<file path="config.mk">
export PLATFORM = sky130hd
export DESIGN_NAME = turn_controller
export DESIGN_NICKNAME = d
export VERILOG_FILES = /design/src/rtl/ttt_pkg.sv /design/src/rtl/win_detector.sv /design/src/rtl/turn_controller.sv
export SDC_FILE = /design/constraint.sdc
export NUM_CORES = 1
export LEC_CHECK = 0
export CAP_MARGIN = 5
export CORE_MARGIN = 2
export CORE_UTILIZATION = 48
export DETAILED_ROUTE_END_ITERATION = 8
export PLACE_DENSITY = 0.81
export SLEW_MARGIN = 30
export SYNTH_ARGS = -nofsm -noshare
export SYNTH_HDL_FRONTEND = slang
export SYNTH_SLANG_ARGS = --single-unit
</file>
<file path="constraint.sdc">
create_clock -name clk -period 4.6 [get_ports clk]
set_input_delay 0.46 -clock clk [delete_from_list [all_inputs] [get_ports clk]]
set_output_delay 0.46 -clock clk [all_outputs]
set_load 0.01 [all_outputs]
</file>
<file path="src/rtl/ttt_pkg.sv">
// Shared definitions for the tic-tac-toe turn controller: mark encodings,
// FSM state type and the table of the eight winning lines.
package ttt_pkg;

  typedef logic [1:0] mark_t;

  localparam mark_t MARK_NONE = 2'b00;
  localparam mark_t MARK_O    = 2'b01;
  localparam mark_t MARK_X    = 2'b10;

  typedef enum logic [2:0] {
    IDLE     = 3'd0,
    WAIT_SEL = 3'd1,
    COMMIT   = 3'd2,
    CHECK    = 3'd3,
    OVER     = 3'd4
  } state_t;

  localparam int NUM_LINES = 8;

  // Cell indices of each winning line, written from line 7 down to line 0:
  // rows 0-2, columns 3-5, diagonals 6-7.
  localparam logic [NUM_LINES-1:0][2:0][3:0] WIN_LINES = {
    {4'd6, 4'd4, 4'd2},   // line 7: anti-diagonal
    {4'd8, 4'd4, 4'd0},   // line 6: main diagonal
    {4'd8, 4'd5, 4'd2},   // line 5: right column
    {4'd7, 4'd4, 4'd1},   // line 4: middle column
    {4'd6, 4'd3, 4'd0},   // line 3: left column
    {4'd8, 4'd7, 4'd6},   // line 2: bottom row
    {4'd5, 4'd4, 4'd3},   // line 1: middle row
    {4'd2, 4'd1, 4'd0}    // line 0: top row
  };

  // Hands the move to the other player.
  function automatic mark_t other_mark(input mark_t m);
    return (m == MARK_O) ? MARK_X : MARK_O;
  endfunction

endpackage

</file>
<file path="src/rtl/win_detector.sv">
// Combinational line check: hit is set when any of the eight winning lines
// holds three cells equal to the given (non-empty) mark.
module win_detector
  import ttt_pkg::*;
(
  input  mark_t [8:0] cells,
  input  mark_t       mark,
  output logic        hit
);

  // Scan every line and OR together the lines fully owned by mark.
  always_comb begin
    // NOTE: hit gets a default before the loop so no path leaves it unassigned,
    // which would otherwise infer a latch.
    hit = 1'b0;
    for (int l = 0; l < NUM_LINES; l++) begin
      logic full;
      full = 1'b1;
      for (int k = 0; k < 3; k++) begin
        if (cells[WIN_LINES[l][k]] != mark) full = 1'b0;
      end
      if (full && (mark != MARK_NONE)) hit = 1'b1;
    end
  end

endmodule

</file>
<file path="src/rtl/turn_controller.sv">
// Turn sequencing for tic-tac-toe: accepts or refuses cell selections,
// strobes accepted moves to the recorder, checks for a win once the grid
// has been updated, and optionally forfeits turns that run out of time.
module turn_controller
  import ttt_pkg::*;
#(
  parameter logic [1:0] START_MARK     = 2'b01,
  parameter int         TIMEOUT_CYCLES = 0
) (
  input  logic       clk,
  input  logic       rst,
  input  logic       start,
  input  logic       sel_valid,
  input  logic [3:0] sel_pos,
  input  logic [1:0] y0,
  input  logic [1:0] y1,
  input  logic [1:0] y2,
  input  logic [1:0] y3,
  input  logic [1:0] y4,
  input  logic [1:0] y5,
  input  logic [1:0] y6,
  input  logic [1:0] y7,
  input  logic [1:0] y8,
  output logic [1:0] mark,
  output logic [3:0] position,
  output logic       game_state,
  output logic [1:0] turn,
  output logic [1:0] winner,
  output logic       reject,
  output logic       timeout
);

  localparam bit TIMEOUT_EN = (TIMEOUT_CYCLES != 0);
  localparam int CNT_W      = TIMEOUT_EN ? (($clog2(TIMEOUT_CYCLES + 1) < 1) ? 1
                                                : $clog2(TIMEOUT_CYCLES + 1)) : 1;
  localparam logic [CNT_W-1:0] CNT_LAST = TIMEOUT_EN ? CNT_W'(TIMEOUT_CYCLES - 1) : '0;

  state_t           state;
  logic [CNT_W-1:0] cnt;
  mark_t [8:0]      cells;
  logic             sel_free;
  logic             line_hit;

  assign cells = {y8, y7, y6, y5, y4, y3, y2, y1, y0};

  // A selection is legal only when it names cell 0-8 and that cell is empty.
  always_comb begin
    sel_free = 1'b0;
    for (int i = 0; i < 9; i++) begin
      if ((sel_pos == 4'(i)) && (cells[i] == MARK_NONE)) sel_free = 1'b1;
    end
  end

  win_detector u_win_detector (
    .cells (cells),
    .mark  (turn),
    .hit   (line_hit)
  );

  // Game FSM with registered outputs; strobes default low every cycle.
  always_ff @(posedge clk) begin
    if (rst) begin
      state      <= IDLE;
      cnt        <= '0;
      mark       <= MARK_NONE;
      position   <= '0;
      game_state <= 1'b0;
      turn       <= MARK_NONE;
      winner     <= MARK_NONE;
      reject     <= 1'b0;
      timeout    <= 1'b0;
    end else begin
      // NOTE: non-blocking assignments let these pulse defaults be overridden
      // later in the same block without creating ordering races.
      mark     <= MARK_NONE;
      position <= '0;
      reject   <= 1'b0;
      timeout  <= 1'b0;

      case (state)
        IDLE, OVER: begin
          if (start) begin
            state      <= WAIT_SEL;
            game_state <= 1'b1;
            turn       <= START_MARK;
            winner     <= MARK_NONE;
            cnt        <= '0;
          end
        end

        WAIT_SEL: begin
          if (sel_valid && sel_free) begin
            // An accepted move beats a simultaneous timeout expiry.
            state    <= COMMIT;
            mark     <= turn;
            position <= sel_pos;
            cnt      <= '0;
          end else begin
            if (sel_valid) reject <= 1'b1;
            if (TIMEOUT_EN) begin
              if (cnt == CNT_LAST) begin
                turn    <= other_mark(turn);
                cnt     <= '0;
                timeout <= 1'b1;
              end else begin
                cnt <= cnt + 1'b1;
              end
            end
          end
        end

        COMMIT: state <= CHECK;

        CHECK: begin
          // The recorder has written the move by now, so the grid is current.
          if (line_hit) begin
            state      <= OVER;
            winner     <= turn;
            game_state <= 1'b0;
          end else begin
            state <= WAIT_SEL;
            turn  <= other_mark(turn);
            cnt   <= '0;
          end
        end

        default: state <= IDLE;
      endcase
    end
  end

endmodule

</file>
==> impl_metrics.toml <==
[die]
start_util_pct = 50.1
die_h_um = 51.6
fp.dieW_um = 51.6
io_pins = 39
core_region_area_mm2 = 0.00217
die_area_mm2 = 0.00266
rows = 17

[detailed_routing]
viasPerCell = 6.17
drt_iter0_drc = 28
wirelength_um = 3110
detail_route.drc_violations = 0
wire_per_inst_um = 15.3
routed-via-count = 1253
ant_nets = 0
first_pass_iters = 4

[pwr]
report.power.total_uw = 301
vdd_ir_drop_max_uv = 213
power_density_mw_per_mm2 = 205
leakage_uw = 0.000561

[synthesis]
synth_ff_type = "dfxtp_1"
syn_nets = 168
yosysSeqAreaShare_pct = 27.6
async_reset_ff_share_pct = 0
synth_edf_count = 0
ys_types = 34
syn_area_mm2 = 0.00109
synth_area_per_cell_um2 = 7.65
yosys_register_bits = 15
yosys_warnings = 0
synth_cells = 142

[sta]
fin_crit_sh_pct = 58.1
fin_skew_ns = 0.00351
hold_violations = 0
rsz0062_at_grt = "false"
slew_viol_final = 0
clock.fmax_ghz = 0.374
finalSetupViolations = 0
tightest_slew_ns = 0.802
slew_headroom_pct = 46.5
tns_ns = 0
period_minus_slack_ns = 2.67

[critical_path]
r2r_setup_slack_ns = 1.93
reg2reg_depth = 6
cp_max_fo = 25
crit_end = "game_state"
worstPathRequired_ns = 4.81
worstPathArrival_ns = 2.88
critPathKind = "reg -> reg"
cp-end-kind = "flip-flop"
reg2reg_from = "turn[1]"
cp-start-kind = "flip-flop"
timing.rr.end = "game_state"
cp-startpoint = "turn[1]"

[global_route]
grt_overflow = 0
grt_max_degree = 26
grt_pass1_wl_um = 5040
grt_pass1_vias = 1153
track_usage_pct = 25.2
antenna_found_initial = 0

[clock_tree]
cts_tree = "built"
clkTransAtPathRegs_ns = 0.10
cts_buffers = 3
cts_sinks = 15
cts_resized = 0
clk_path_buf_depth = 2
clkLatencyLatePin_ns = 0.30
cts_root_buf = "clkbuf_4"
cts_hold_buf = 0
postCtsSetupBuffers = 0
htreeDepth = 1

[place]
dp_hpwl_um = 2300
portBuffers = 37
place_congestion = 0.883

[layout]
layout-drive-gt1-share_pct = 4.57
nets = 202
nFillCells = 185
multiInputGateArea_um2 = 704
regArea_um2 = 300
final_cell_mix = "clkdlybuf4s50_1 (37), nor3_1 (22), and3_1 (15), dfxtp_1 (15), nor2_1 (13)"
layout_commonest_cell = "clkdlybuf4s50_1"
diodes = 0
area_growth_pct = 35.1

[status]
status = "finished clean"

[min_path]
hold_path.class = "reg -> reg"

[flow_run]
max_cap_viol_count = 0
per-stage QoR:
step	area, um^2	hold slack [ns]	setup WS (ns)	cells	util (%)
finish	1470	0.506	1.93	203	67.6
global route	1470	0.517	1.72	203	67.6
CTS	1470	0.499	1.96	203	67.6
detailed placement	1440	0.487	1.66	199	66.4
global placement	1440	0.486	1.83	199	66.4
floorplan	1090	0.450	2.42	142	-
report_power, final:
group          total [uW]  switching, uW  internal (uW)
clock network        80.2           47.7           32.5
logic                78.3           38.0           40.3
registers             143           9.12            134
total                 301           94.8            206
how the worst min path moves through the flow:
| stage | startpoint | to | slack (ns) | cells after the start |
|---|---|---|---|---|
| 3_5_place_dp | state[2] | state[1] | 0.49 | 1 |
| 5_1_grt | state[2] | state[1] | 0.52 | 1 |
| 6_report | state[2] | state[1] | 0.51 | 1 |
| 4_1_cts | state[2] | state[1] | 0.50 | 1 |
| 3_3_place_gp | state[2] | state[1] | 0.49 | 1 |
| 2_1_floorplan | state[2] | state[1] | 0.45 | 1 |
Yosys cell counts, drive strengths merged (3+ instances only):
cell | instances | area (um^2)
a211oi | 7 | 52.6
o31ai | 4 | 30.0
nor3 | 22 | 110
nor2 | 13 | 48.8
dfxtp | 15 | 300
nor3b | 5 | 37.5
nand3 | 4 | 20.0
inv | 8 | 30.0
o41ai | 3 | 33.8
and3 | 17 | 109
clkbuf | 4 | 28.8
o22ai | 8 | 50.1
xor2 | 8 | 70.1
buf | 4 | 22.5
registers in the layout (all words and copies together), names as in the netlist:
signal / flops
mark: 2
winner: 2
state: 3
position: 4
game_state: 1
turn: 2
reject: 1
routing by layer:
metal | vias up | GRT usage [%] | part of all wire (%)
li1 | 611 | - | -
met1 | 571 | 28.4 | 41
met2 | 61 | 44.4 | 49
met3 | 10 | 4.02 | 6.7
met4 | 0 | 14.9 | 2.9
met5 | - | 0 | 0
cells by family (layout without fill, tap and decap cells):
logic type	Yosys count	after routing	share of synthesized area [%]
flops	15	15	27.6
compound gates	32	32	22.1
mux	1	1	0.922
buf+inv	16	49	7.49
simple gates	69	69	35.0
xor+xnor	8	8	6.45
other cells	1	1	0.345
area by class of cell:
class,instances,area share (%)
multi-input combinational,111,48.0
timing repair buffer,37,25.2
sequential,15,20.5
tap,28,2.39
inverter,8,2.05
clock buffer,3,1.53
clock inverter,1,0.341
worst max-delay path: stages, from the launching register on:
cell	delay, ns
dfxtp_1	0.85
nor3_1	0.13
o22ai_1	0.26
a211oi_1	0.13
nor4_1	0.72
nor2_1	0.19
a211oi_1	0.29
Power figures use the tool's default switching activity.
